File: src/rtl/alu_frame_controller.sv
// ============================================================================
// Module   : alu_frame_controller
// Brief    : Byte-stream command framer that drives the registered 16-bit ALU
//            and returns its result on a valid/ready response port.
// Revision : 1.0 - initial release
// ============================================================================
`default_nettype none

module alu_frame_controller #(
  parameter logic [3:0] SYNC_NIBBLE = 4'hA,
  parameter int         ALU_LAT     = 1,
  parameter int         ERR_CNT_W   = 8
) (
  input  logic                 CLK,
  input  logic                 RST,
  input  logic [7:0]           in_data,
  input  logic                 in_valid,
  output logic                 in_ready,
  output logic [15:0]          ALU_A,
  output logic [15:0]          ALU_B,
  output logic [3:0]           ALU_FUN_O,
  input  logic [15:0]          ALU_OUT_I,
  input  logic [3:0]           ALU_FLAGS_I,
  output logic [15:0]          res_data,
  output logic [3:0]           res_flags,
  output logic                 res_err,
  output logic                 res_valid,
  input  logic                 res_ready,
  output logic                 busy,
  output logic [ERR_CNT_W-1:0] frame_err_cnt
);

  localparam int              c_CNT_W   = 3;
  localparam logic [c_CNT_W-1:0] c_LAT_CNT = c_CNT_W'(ALU_LAT);
  localparam logic [3:0]      c_FUN_DIV = 4'b0011;
  localparam logic [3:0]      c_FUN_NOP = 4'b1111;

  typedef enum logic [2:0] {
    IDLE   = 3'd0,
    GET_A0 = 3'd1,
    GET_A1 = 3'd2,
    GET_B0 = 3'd3,
    GET_B1 = 3'd4,
    EXEC   = 3'd5,
    CAPT   = 3'd6,
    RESP   = 3'd7
  } state_t;

  state_t                 r_state;
  state_t                 w_next;
  logic [15:0]            r_a;
  logic [15:0]            r_b;
  logic [3:0]             r_fun;
  logic [c_CNT_W-1:0]     r_wait;
  logic [15:0]            r_res_data;
  logic [3:0]             r_res_flags;
  logic                   r_res_err;
  logic                   r_res_valid;
  logic [ERR_CNT_W-1:0]   r_err_cnt;
  logic                   w_xfer;
  logic                   w_sync_ok;
  logic                   w_div0;
  logic                   w_in_ready;

  assign w_xfer    = in_valid && w_in_ready;
  assign w_sync_ok = (in_data[7:4] == SYNC_NIBBLE);
  // B is only complete at the B_hi accept edge, so test the incoming byte directly
  assign w_div0    = (r_fun == c_FUN_DIV) && ({in_data, r_b[7:0]} == 16'h0000);

  always_ff @(posedge CLK) begin
    if (!RST) r_state <= IDLE;
    else      r_state <= w_next;
  end

  always_comb begin
    w_next     = r_state;
    w_in_ready = 1'b0;
    case (r_state)
      IDLE: begin
        w_in_ready = 1'b1;
        if (w_xfer && w_sync_ok) w_next = GET_A0;
      end
      GET_A0: begin
        w_in_ready = 1'b1;
        if (w_xfer) w_next = GET_A1;
      end
      GET_A1: begin
        w_in_ready = 1'b1;
        if (w_xfer) w_next = GET_B0;
      end
      GET_B0: begin
        w_in_ready = 1'b1;
        if (w_xfer) w_next = GET_B1;
      end
      GET_B1: begin
        w_in_ready = 1'b1;
        if (w_xfer) w_next = w_div0 ? RESP : EXEC;
      end
      // Counting 0..ALU_LAT places the CAPT sample ALU_LAT+2 edges after B_hi
      EXEC:    if (r_wait == c_LAT_CNT) w_next = CAPT;
      CAPT:    w_next = RESP;
      RESP:    if (res_ready) w_next = IDLE;
      default: w_next = IDLE;
    endcase
  end

  always_ff @(posedge CLK) begin
    if (!RST) begin
      r_a         <= '0;
      r_b         <= '0;
      r_fun       <= '0;
      r_wait      <= '0;
      r_res_data  <= '0;
      r_res_flags <= '0;
      r_res_err   <= 1'b0;
      r_res_valid <= 1'b0;
      r_err_cnt   <= '0;
    end else begin
      case (r_state)
        IDLE: begin
          if (w_xfer) begin
            if (w_sync_ok)       r_fun     <= in_data[3:0];
            else if (!(&r_err_cnt)) r_err_cnt <= r_err_cnt + 1'b1;
          end
        end
        GET_A0: if (w_xfer) r_a[7:0]  <= in_data;
        GET_A1: if (w_xfer) r_a[15:8] <= in_data;
        GET_B0: if (w_xfer) r_b[7:0]  <= in_data;
        GET_B1: begin
          if (w_xfer) begin
            r_b[15:8] <= in_data;
            r_wait    <= '0;
            if (w_div0) begin
              r_res_data  <= 16'hFFFF;
              r_res_flags <= 4'b1000;
              r_res_err   <= 1'b1;
              r_res_valid <= 1'b1;
            end
          end
        end
        EXEC: r_wait <= r_wait + 1'b1;
        CAPT: begin
          r_res_data  <= ALU_OUT_I;
          r_res_flags <= ALU_FLAGS_I;
          r_res_err   <= (r_fun == c_FUN_NOP);
          r_res_valid <= 1'b1;
        end
        RESP: if (res_ready) r_res_valid <= 1'b0;
        default: ;
      endcase
    end
  end

  assign in_ready      = w_in_ready;
  assign busy          = (r_state != IDLE);
  assign ALU_A         = r_a;
  assign ALU_B         = r_b;
  assign ALU_FUN_O     = r_fun;
  assign res_data      = r_res_data;
  assign res_flags     = r_res_flags;
  assign res_err       = r_res_err;
  assign res_valid     = r_res_valid;
  assign frame_err_cnt = r_err_cnt;

endmodule

`default_nettype wire

File: config.mk
export PLATFORM = sky130hd
export DESIGN_NAME = alu_frame_controller
export DESIGN_NICKNAME = d
export VERILOG_FILES = /design/src/rtl/alu_frame_controller.sv
export SDC_FILE = /design/constraint.sdc
export NUM_CORES = 1
export LEC_CHECK = 0
export ABC_AREA = 1
export BUFFER_PORTS_ARGS = -buffer_cell sky130_fd_sc_hd__buf_2
export CAP_MARGIN = 10
export CORE_MARGIN = 1
export CORE_UTILIZATION = 50
export CTS_BUF_LIST = sky130_fd_sc_hd__clkbuf_16
export DETAILED_ROUTE_END_ITERATION = 8
export HOLD_SLACK_MARGIN = 0.15
export PLACE_DENSITY = 0.79
export SLEW_MARGIN = 20
export SYNTH_ARGS = -nofsm -noshare
export SYNTH_HDL_FRONTEND = slang
export SYNTH_SLANG_ARGS = --single-unit
File: constraint.sdc
create_clock -name CLK -period 3.16 [get_ports CLK]
set_input_delay 0.158 -clock CLK [delete_from_list [all_inputs] [get_ports CLK]]
set_output_delay 0.158 -clock CLK [all_outputs]
set_load 0.01 [all_outputs]
Yosys cells after proc, flatten, opt, wreduce, memory -nomap -nowiden:

Index checks and enable logic that the tools add are counted.

* flip-flop bits (word level): 72
* input bits: 32
* output and inout port bits: 68
* word-level logic and storage cells: 79

* $add $sub $neg: 2
* equality and inequality tests: 19
* muxes and demuxes: 23
* bitwise gates (word level): 2
* reductions and logical operators: 21

Operators with widths (number)
* 16-bit 2-to-1 mux: 2
* 16-bit case mux with 2 select lines: 1
* 3-bit 2-to-1 mux: 8
* 3-bit case mux with 8 select lines: 1
* 16-bit logical NOT: 1
* 2-bit != test (second input constant): 8
* 3-bit equality test (second input constant): 4
* 2-bit AND reduction: 5
* 8-bit by 1-bit adder with 8-bit output (second input constant): 1
* 4-bit equality test (second input constant): 2
* 4-bit 2-to-1 mux: 2
* 4-bit case mux with 2 select lines: 1
* 4-bit AND reduction: 2
* 8-bit AND reduction: 1
* 7-bit AND reduction: 1
* 3-bit by 1-bit equality test with 1-bit output (second input constant): 2
* 3-bit by 2-bit equality test with 1-bit output (second input constant): 2
* 3-bit case mux with 2 select lines: 1
* 3-bit AND reduction: 2
* 3-bit nonzero test: 2
* 5-bit OR reduction: 1
* 4-bit by 2-bit equality test with 1-bit output (second input constant): 1
* 1-bit 2-to-1 mux: 4
* 2-bit nonzero test: 2
* 7 further kinds: 10

Longest topological paths before layout:

Gate-level depths: netlist (run 1).

* depth after elaboration: 7
* depth in mapped cells: 10
* mapped depth without buffers: 9

Least setup slack after synthesis (run 1):

OpenSTA, ideal clock, no wires.

* path type: register to register
* from: reg r_err_cnt[0], in the netlist frame_err_cnt[0]
* to: reg r_err_cnt[0], in the netlist frame_err_cnt[0]
* library setup time: 0.126 ns
* arrival time: 1.306 ns
* data required time: 3.034 ns
* path slack: 1.728 ns
* cell stages (with the launch flop): 8
* path buffers: 1
* clock period less this slack: 1.432 ns
* cells stage by stage: dfxtp_1 -> ha_1 -> nand2_1 -> nor3_1 -> nor2_2 -> buf_4 -> o21ai_0 -> a21oi_1

* cells in the longest elaborated chain, start to end: 3
* elaborated cells on any way between the ends: 4
* those cells by class: add/sub (1); bitwise (1); reduce/logical (2)

Ends and longest elaborated chain
* start, declared: RTL line 59 `logic [ERR_CNT_W-1:0] r_err_cnt;`
* start signal, assigned: RTL line 123 `else if (!(&r_err_cnt)) r_err_cnt <= r_err_cnt + 1'b1;`
* parallel branches: the longest is 3 deep, another holds 8-bit by 1-bit adder with 8-bit output

Several ways; the timed one is not identified.
A chain may end at the register's enable or synchronous reset.

Worst setup path in the final report (run 1):

* from: reg r_state[2]
* to: reg r_res_flags[0], in the netlist res_flags[0]

* cells in the longest elaborated chain, start to end: 6
* elaborated cells on any way between the ends: 14
* those cells by class: eq/ne (7); mux (2); reduce/logical (5)

Ends and longest elaborated chain
* start, declared: RTL line 49 `state_t r_state;`
* start signal, assigned: RTL line 72 `else r_state <= w_next;`
* 3-bit equality test, or another cell as far along: RTL line 78, 119
* 5-bit OR reduction (no source line)
* 1-bit 2-to-1 mux: RTL line 78 `case (r_state)`
* 1-bit logical AND: RTL line 65 `assign w_xfer = in_valid && w_in_ready;`
* 2-bit != test (no source line)
* 3-bit AND reduction (no source line)
* end signal, assigned: RTL line 114 `r_res_flags <= '0;`
* end signal, assigned: RTL line 135 `r_res_flags <= 4'b1000;`
* end signal, assigned: RTL line 144 `r_res_flags <= ALU_FLAGS_I;`
* end, declared: RTL line 56 `logic [3:0] r_res_flags;`

Parallel ways exist; a longest one is shown, timed or not.

==> run_results.csv, run 1 <==
group,metric,value,unit
global_routing,grt_use_total,25.6,%
synth,synth-edff-count,0,
synth,avgSynthCellArea,7.41,sq um
final_layout,final_nets,547,
timing,max_slew.worst_pin.slew,0.834,ns
die,die_area,6240,sq um
clocking,clkTransAtPathRegs,0.06,ns
final_layout,area_delta_synth_final,32.8,%
synth,postSynthCellCount,400,
timing,max_slew_margin,44.4,%
final_layout,final_area,3940,sq um
die,core-area,5610,sq um
clocking,cts.sinks,72,
critical_path,crit_required,3.36,ns
global_routing,grt-ovfl-total,0,
clocking,cts_tree,"yes",
route,initialDrtViolationCount,205,
synth,synth_flop_cell,"dfxtp_1",
synth,seq_area_frac_synth,48.6,%
job,max-cap-violations,0,
outcome,outcome,"completed",
critical_path,crit_end,"res_flags[0]",
timing,rsz0062_at_grt,"no",
critical_path,path_delay_family,"simple AND/OR/NAND/NOR gates",
final_layout,fill_cells,459,
timing,layout_setup_ws,1.38,ns
timing,min_period_over_period,56.3,%
timing,final_hold_viol_count,0,
final_layout,drive_gt1_share,24.8,%
final_layout,final_common_cell,"buf_2",
critical_path,worst-path-stages,7,
placed_design,dpl_cell_area,3460,sq um
clocking,root_buffer,"clkbuf_16",
placed_design,pre_cts_ws,1.41,ns
min_path,min_delay_path_depth,3,
pwr,vdd_drop_max,0.509,mV
route,vias,2953,
critical_path,crit_fanout,21,
placed_design,gp_congestion,0.878,
final_layout,mostFrequentLayoutCells,"buf_2 (99), dfxtp_1 (72), nor2_1 (62), nand2_1 (61), o21ai_0 (52)",
critical_path,r2r_slack,1.38,ns
synth,ys_async_sr_fraction,0,%
critical_path,worstPathArrival,1.97,ns
clocking,htree_levels,3,
synth,syn_nets,435,
route,routedWlPerCell,13.0,microns
die,num_rows,27,
route,ant_nets,0,
critical_path,start_kind,"flop",
global_routing,grt_pass1_vias,2545,
critical_path,max_stage_delay,0.54,ns
synth,yosys.area.top_type,"dfxtp_1",
route,drcViolationCount,0,
min_path,min_path_type,"primary input to flop",
synth,synth_top_area_share,48.6,%
critical_path,path_class,"flop to flop",
route,drt-met1-wl,3240,microns
pwr,p_per_area,536,nW/um^2
clocking,clk_latency,0.33,ns
timing,period_minus_slack,1.78,ns
clocking,cts_buffers,9,
die,num_io_pins,100,
synth,ys_ff_latch,72,
die,die_h,79.0,microns
route,dr_wl_met3,623,microns
critical_path,critical_path.cell_chain,"nand2_1, nor2_2, inv_2, nand2_2, nand2_2, nand2_1, a21oi_1",
die,die_x,79.0,microns
synth,synth_warnings,0,
pwr,total_leakage_power,1.84,nW
placed_design,hpwl,4900,microns
clocking,ctsHoldBuffers,16,
route,highest_layer,"met4",
final_layout,insertedDiodeCount,0,
clocking,postCtsSetupBuffers,0,
timing,clock.fmax,0.562,GHz
clocking,cts_resized,0,
critical_path,startpoint,"r_state[2]",
critical_path,crit_path_top_delay_cell,"dfxtp_1",
route,wl_met2,3700,microns
clocking,clock_path_buffers,2,
global_routing,antenna_found_initial,0,
route,vias_per_cell,5.01,
critical_path,end_kind,"flop",
route,dr.pass1.iters,5,
min_path,hold_start,"ALU_OUT_I[14]",
critical_path,reg2reg_from,"r_state[2]",
critical_path,path_buf_inv,1,
global_routing,grt_max_degree,57,
synth,synthTopCellsByArea,"dfxtp_1 (49%), o21ai_0 (8.8%), a21oi_1 (8.4%)",
synth,ys_types,25,
global_routing,grt_pass1_wl,12300,microns
timing,whs,0.130,ns
synth,netlist_area,2960,sq um
route,totalWireLength,7670,microns
timing,final.setup_skew,0.00598,ns
placed_design,io_buffers,99,
critical_path,worst_r2r_endpoint,"res_flags[0]",
timing,finalSetupTns,0,ns
critical_path,reg2reg_depth,7,
die,initial_core_util,52.9,%
timing,final-setup-viol-count,0,
timing,final_max_slew_viol_count,0,
==> synthesized netlist by cell type (all sizes together), types with 3 or more instances <==
| cell type | count |
|---|---|
| nor2 | 67 |
| nand2 | 65 |
| ha | 3 |
| nand3 | 13 |
| a21oi | 51 |
| o21ai | 52 |
| xor2 | 4 |
| clkbuf | 7 |
| buf | 7 |
| nor3 | 4 |
| inv | 50 |
| dfxtp | 72 |
==> per-layer routing <==
metal / global-route usage [%] / vias to the layer above
li1: - / 1505
met1: 31.6 / 1317
met2: 42.6 / 121
met3: 6.67 / 10
met4: 9.45 / 0
met5: 0 / -
==> report_power, final <==
group / switching [mW] / leakage (nW) / internal (mW) / total (mW)
registers: 0.00788 / 0.581 / 0.917 / 0.925
logic: 0.0687 / 1.11 / 0.0492 / 0.118
clock network: 0.384 / 0.152 / 0.684 / 1.07
total: 0.460 / 1.84 / 1.65 / 2.11
==> cells by family after synthesis <==
family	after synthesis	share of synthesized area, %
AOI/OAI and AO/OA	104	17.7
xor gates and xnor gates	4	1.18
adders and majority gates	3	1.27
buffers and inverters	66	9.46
DFF	72	48.6
and+or+nand+nor	151	21.7
==> area by class of cell <==
class / count / area [sq um] / share of cell area (%)
clock inverters: 7 / 87.6 / 2.22
repair buffers: 115 / 656 / 16.7
multi-input cells: 262 / 1240 / 31.6
clock buffers: 9 / 225 / 5.72
well taps: 72 / 90.1 / 2.29
inverters: 52 / 195 / 4.96
flip-flops and latches: 72 / 1440 / 36.6
==> sequential cells by signal, summed over array words and instances, names as in the netlist <==
register,count
ALU_A,16
ALU_B,16
res_data,16
frame_err_cnt,8
ALU_FUN_O,4
res_flags,4
r_state,3
r_wait,3
res_err,1
res_valid,1
==> per-stage QoR <==
stage                     power [mW]  instances  utilization [%]
final                           2.11        589             70.2
after global routing            2.17        589             70.2
after floorplan                0.999        400                -
after CTS                       2.11        589             70.2
after global placement          1.04        557             61.8
after detailed placement        1.05        557             61.8
==> worst register-to-register path, delay by kind of cell (launching register included) <==
family          cells  cell delay [ns]
flops               1             0.54
compound gates      1             0.07
simple gates        5             0.87
buf+inv             1             0.17
==> worst min-delay path by stage <==
stage | endpoint | slack [ns]
floorplan | ALU_A[0] | 0.29
global placement | res_flags[0] | 0.43
detailed placement | res_flags[0] | 0.43
CTS | res_data[14] | 0.15
global route | res_data[14] | 0.15
finish | res_data[14] | 0.13
No activity file was read; power rests on OpenSTA's default activity.
==> run 2, diff against run 1 <==
Settings changed: CORE_UTILIZATION 50 to 45, PLACE_DENSITY 0.79 to 0.76.
Clock period 3.16 ns to 1.5 ns, I/O delays scaled along.
==> run_results.csv, run 2 (synthesis gave the netlist of run 1 again) <==
group,metric,value,unit
job,max-cap-violations,0,
die,die_x,83.2,microns
clocking,root_buffer,"clkbuf_16",
die,initial_core_util,46.7,%
route,drcViolationCount,0,
final_layout,fill_cells,559,
critical_path,crit_path_top_delay_cell,"dlygate4sd3_1",
route,dr.pass1.iters,4,
global_routing,antenna_found_initial,0,
final_layout,mostFrequentLayoutCells,"buf_2 (98), dfxtp_1 (69), nand2_1 (60), nor2_1 (59), o21ai_0 (52)",
critical_path,path_class,"primary input to flop",
timing,period_minus_slack,1.42,ns
final_layout,area_delta_synth_final,41.5,%
global_routing,grt_max_degree,23,
final_layout,final_common_cell,"buf_2",
pwr,vdd_drop_max,0.654,mV
timing,finalSetupTns,0,ns
pwr,p_per_area,962,nW/um^2
die,num_io_pins,100,
global_routing,grt_use_total,23.7,%
die,die_area,6920,sq um
pwr,total_leakage_power,1.96,nW
critical_path,path_delay_family,"buffers and inverters",
timing,final-setup-viol-count,0,
outcome,outcome,"completed",
critical_path,crit_fanout,4,
timing,clock.fmax,0.705,GHz
clocking,clock_path_buffers,2,
die,die_h,83.2,microns
critical_path,crit_required,1.76,ns
final_layout,drive_gt1_share,28.5,%
die,num_rows,29,
timing,final.setup_skew,0.00623,ns
global_routing,grt-ovfl-total,0,
timing,whs,0.197,ns
clocking,htree_levels,3,
critical_path,max_stage_delay,0.63,ns
route,initialDrtViolationCount,150,
placed_design,hpwl,5270,microns
clocking,cts_buffers,9,
critical_path,end_kind,"flop",
timing,final_max_slew_viol_count,0,
clocking,clkTransAtPathRegs,0.05,ns
clocking,cts_tree,"yes",
route,totalWireLength,7840,microns
critical_path,start_kind,"primary input",
critical_path,worstPathArrival,1.68,ns
route,vias_per_cell,4.90,
route,vias,3040,
timing,max_slew.worst_pin.slew,0.516,ns
global_routing,grt_pass1_wl,13000,microns
final_layout,insertedDiodeCount,0,
timing,max_slew_margin,65.6,%
global_routing,grt_pass1_vias,2883,
clocking,clk_latency,0.33,ns
route,routedWlPerCell,12.6,microns
pwr,finalPower,4.04,mW
final_layout,layoutNonFillerInstCount,621,
die,core-area,6350,sq um
route,ant_nets,0,
placed_design,gp_congestion,0.877,
min_path,min_path_type,"primary input to flop",
timing,final_hold_viol_count,0,
critical_path,critical_path.cell_chain,"dlygate4sd3_1, nor2_2, nand3_2, buf_6, nor3_4, buf_4, o21ai_0, nor2_1",
placed_design,dpl.cell_count,578,
placed_design,io_buffers,99,
clocking,cts.sinks,72,
final_layout,final_nets,577,
timing,min_period_over_period,94.5,%
timing,rsz0062_at_grt,"no",
critical_path,path_buf_inv,3,
## run 2: report_power, final
part | internal (mW) | switching, mW | total, mW | leakage, nW
logic | 0.143 | 0.163 | 0.306 | 1.25
clock network | 1.07 | 0.717 | 1.78 | 0.123
registers | 1.93 | 0.0128 | 1.95 | 0.582
total | 3.14 | 0.893 | 4.04 | 1.96
## run 2: per-stage QoR
step	cell area (sq um)	setup slack, ns	utilization, %
CTS	4130	0.0459	65.0
finish	4200	0.0821	66.1
floorplan	2960	0.0680	-
detailed placement	3590	-0.0260	56.6
global placement	3590	0.0422	56.6
global route	4200	0.000790	66.1
## run 2: path summary, 6_finish.rpt
check | from | depth (start not counted) | slack, ns | end
worst min register to register | res_data[8] | 2 | 0.44 | res_data[8]
worst min-delay path | in_data[7] | 4 | 0.20 | ALU_A[7]
worst max-delay path | in_data[6] | 8 | 0.08 | ALU_FUN_O[0]
worst max register to register | r_state[0] | 9 | 0.11 | r_state[1]
## run 2: worst reg2reg max path, cell delays in order (launching register included)
cell	delay, ns
dfxtp_1	0.40
nand2_1	0.12
inv_1	0.08
buf_4	0.11
nand3b_1	0.07
nand2_1	0.15
inv_1	0.08
nand3_1	0.09
nand2_1	0.06
a21oi_1	0.15
## run 2: area by class of cell
class                           count  area (sq um)  area share, %
Timing Repair Buffer              145           917           21.9
Multi-Input combinational cell    262          1300           31.0
Clock inverter                      4          16.3          0.388
Tap cell                           77          96.3           2.30
Inverter                           52           195           4.65
Sequential cell                    72          1450           34.4
Clock buffer                        9           225           5.37
## run 2: metal layers
metal	GRT usage, %	share of wire [%]
met5	0	0
met4	12.1	1.3
met3	6.46	6.9
met2	37.9	47
met1	29.2	45
## run 2: timing repair
| action | in CTS | in global routing |
|---|---|---|
| endpoints found under the hold margin | 46 | 0 |
| resized for setup | 4 | 15 |
| pin swaps | 0 | 5 |
| hold buffers | 28 | 0 |
| setup buffers | 0 | 3 |
| endpoints found under the setup margin | 7 | 22 |
==> run 3, diff against run 2 <==
Settings changed: ABC_AREA 1 to 0, PLACE_DENSITY 0.76 to 0.75.
==> run_results.csv, run 3 <==
group,metric,value,unit
outcome,outcome,"complete, but fails checks",
outcome,violations,"design-rule violations, negative setup slack",
synth,synthTopCellsByCount,"dfxtp_1 (72), nand2_1 (68), a21oi_1 (51), nor2_1 (39), clkbuf_1 (19)",
clocking,cts.sinks,72,
route,totalWireLength,9310,microns
timing,min_period_over_period,106,%
route,dr.pass1.iters,7,
synth,avgSynthCellArea,8.50,sq um
synth,synth_top_area_share,47.2,%
critical_path,end_kind,"flop",
critical_path,start_kind,"flop",
global_routing,antenna_found_initial,0,
final_layout,mostFrequentLayoutCells,"buf_2 (99), dfxtp_1 (65), nand2_1 (65), a21oi_1 (48)",
timing,clock.fmax,0.627,GHz
critical_path,path_class,"flop to flop",
final_layout,final_nets,549,
timing,period_minus_slack,1.59,ns
synth,synth_warnings,0,
route,drcViolationCount,18,
synth,syn_nets,394,
clocking,cts_tree,"yes",
global_routing,grt_max_degree,48,
pwr,vdd_drop_max,0.906,mV
synth,yosys.area.top_type,"dfxtp_1",
timing,rsz0062_at_grt,"yes",
clocking,htree_levels,3,
global_routing,grt_use_total,25.9,%
placed_design,gp_congestion,0.852,
route,initialDrtViolationCount,159,
critical_path,crit_required,1.76,ns
global_routing,grt_pass1_vias,3069,
clocking,clk_latency,0.33,ns
timing,final_hold_viol_count,0,
synth,synth_most_common_cell,"dfxtp_1",
final_layout,insertedDiodeCount,0,
clocking,cts_buffers,9,
final_layout,area_delta_synth_final,52.6,%
route,routedWlPerCell,15.6,microns
timing,max_slew_margin,70.3,%
synth,ys_types,43,
clocking,clock_path_buffers,2,
clocking,clkTransAtPathRegs,0.06,ns
synth,netlist_area,3050,sq um
job,max-cap-violations,0,
synth,synthTopCellsByArea,"dfxtp_1 (47%), a21oi_1 (8.4%), nand2_1 (8.4%)",
global_routing,grt-ovfl-total,0,
timing,final_max_slew_viol_count,0,
timing,final.setup_skew,0.00418,ns
die,num_io_pins,100,
critical_path,crit_fanout,3,
timing,layout_setup_ws,-0.0944,ns
timing,final-setup-viol-count,6,
route,ant_nets,0,
placed_design,io_buffers,99,
route,vias,3278,
timing,max_slew.worst_pin.slew,0.444,ns
synth,synth_flop_cell,"dfxtp_1",
die,die_area,7110,sq um
pwr,p_per_area,999,nW/um^2
die,initial_core_util,47.2,%
min_path,min_path_type,"primary input to flop",
synth,ys_ff_latch,72,
pwr,total_leakage_power,2.01,nW
synth,ys_async_sr_fraction,0,%
synth,seq_area_frac_synth,47.2,%
route,vias_per_cell,5.50,
die,die_x,84.4,microns
clocking,root_buffer,"clkbuf_16",
placed_design,hpwl,5910,microns
die,num_rows,29,
final_layout,drive_gt1_share,36.2,%
pwr,finalPower,4.66,mW
final_layout,final_common_cell,"buf_2",
global_routing,grt_pass1_wl,14700,microns
critical_path,worstPathArrival,1.85,ns
synth,synth-edff-count,0,
timing,whs,0.157,ns
die,die_h,84.4,microns
die,core-area,6460,sq um
synth,postSynthCellCount,359,
-- run 3: cell count changes after synthesis, moves of 5 or more --
cell / previous run / this run
clkbuf_1: 7 / 19
inv_1: 48 / 5
mux2i_1: 0 / 17
nand2_1: 61 / 68
nand3_1: 11 / 4
nor2_1: 62 / 39
nor4_1: 0 / 5
o21ai_0: 52 / 4
o221ai_1: 0 / 17
-- run 3: area by class of cell --
cell class	count	area [sq um]
Inverter	5	18.8
Clock inverter	7	110
Clock buffer	9	225
Timing Repair Buffer	167	1110
Fill cell	507	1800
Multi-Input combinational cell	259	1650
Sequential cell	72	1450
Tap cell	77	96.3
-- run 3: repair_timing --
item                                    4_1_cts  5_1_grt
endpoints found under the hold margin        35        0
hold buffers                                 26        0
setup buffers                                 1        0
resized for setup                            10       21
endpoints found under the setup margin       26       50
pin swaps                                     3       13
-- run 3: metal layers --
layer | wire length (microns) | track usage (%)
met2 | 4650 | 45.6
met5 | 0 | 0
met4 | 197 | 7.40
met3 | 652 | 6.69
met1 | 3800 | 31.4
-- run 3: critical path, cell delays in order, from the launching register on --
cell and delay [ns]:
dfxtp_2 0.32, inv_2 0.06, ha_4 0.11, or3b_4 0.37, a32o_2 0.30, a211o_1 0.24, a21oi_1 0.12
-- run 3: path summary, 6_finish.rpt --
kind | end | depth (start not counted) | slack (ns) | from
setup / recovery | r_state[0] | 6 | -0.09 | r_wait[1]
hold / removal | ALU_A[7] | 4 | 0.16 | in_data[7]
setup reg to reg | r_state[0] | 6 | -0.09 | r_wait[1]
hold reg to reg | ALU_A[0] | 2 | 0.45 | ALU_A[0]
-- run 3: kinds of logic after synthesis --
logic type               count (synthesis)  synth area share [%]
flip-flops                              72                  47.2
AND/OR/NAND/NOR                        150                  23.5
XOR/XNOR                                 2                 0.574
buffers and inverters                   28                  3.61
multiplexers                            17                  5.58
AO/OA/AOI/OAI                           87                  18.3
adder cells (fa/ha/maj)                  3                  1.23
-- run 3: per-stage QoR --
stage	TNS [ns]	utilization, %	area [sq um]	instances	worst slack [ns]
6_report	-0.226	72.1	4660	596	-0.0944
2_1_floorplan	-0.0143	-	3060	359	-0.0143
3_3_place_gp	-0.0422	60.6	3920	553	-0.0199
5_1_grt	-2.20	72.1	4660	596	-0.120
3_5_place_dp	-0.801	60.6	3920	553	-0.0682
4_1_cts	-0.0879	70.5	4550	596	-0.0386
-- run 3: where the power goes --
| group | internal (mW) | total (mW) | leakage, nW | switching, mW |
|---|---|---|---|---|
| Combinational | 0.167 | 0.317 | 1.27 | 0.150 |
| Clock | 1.61 | 2.40 | 0.162 | 0.795 |
| Sequential | 1.92 | 1.93 | 0.584 | 0.0110 |
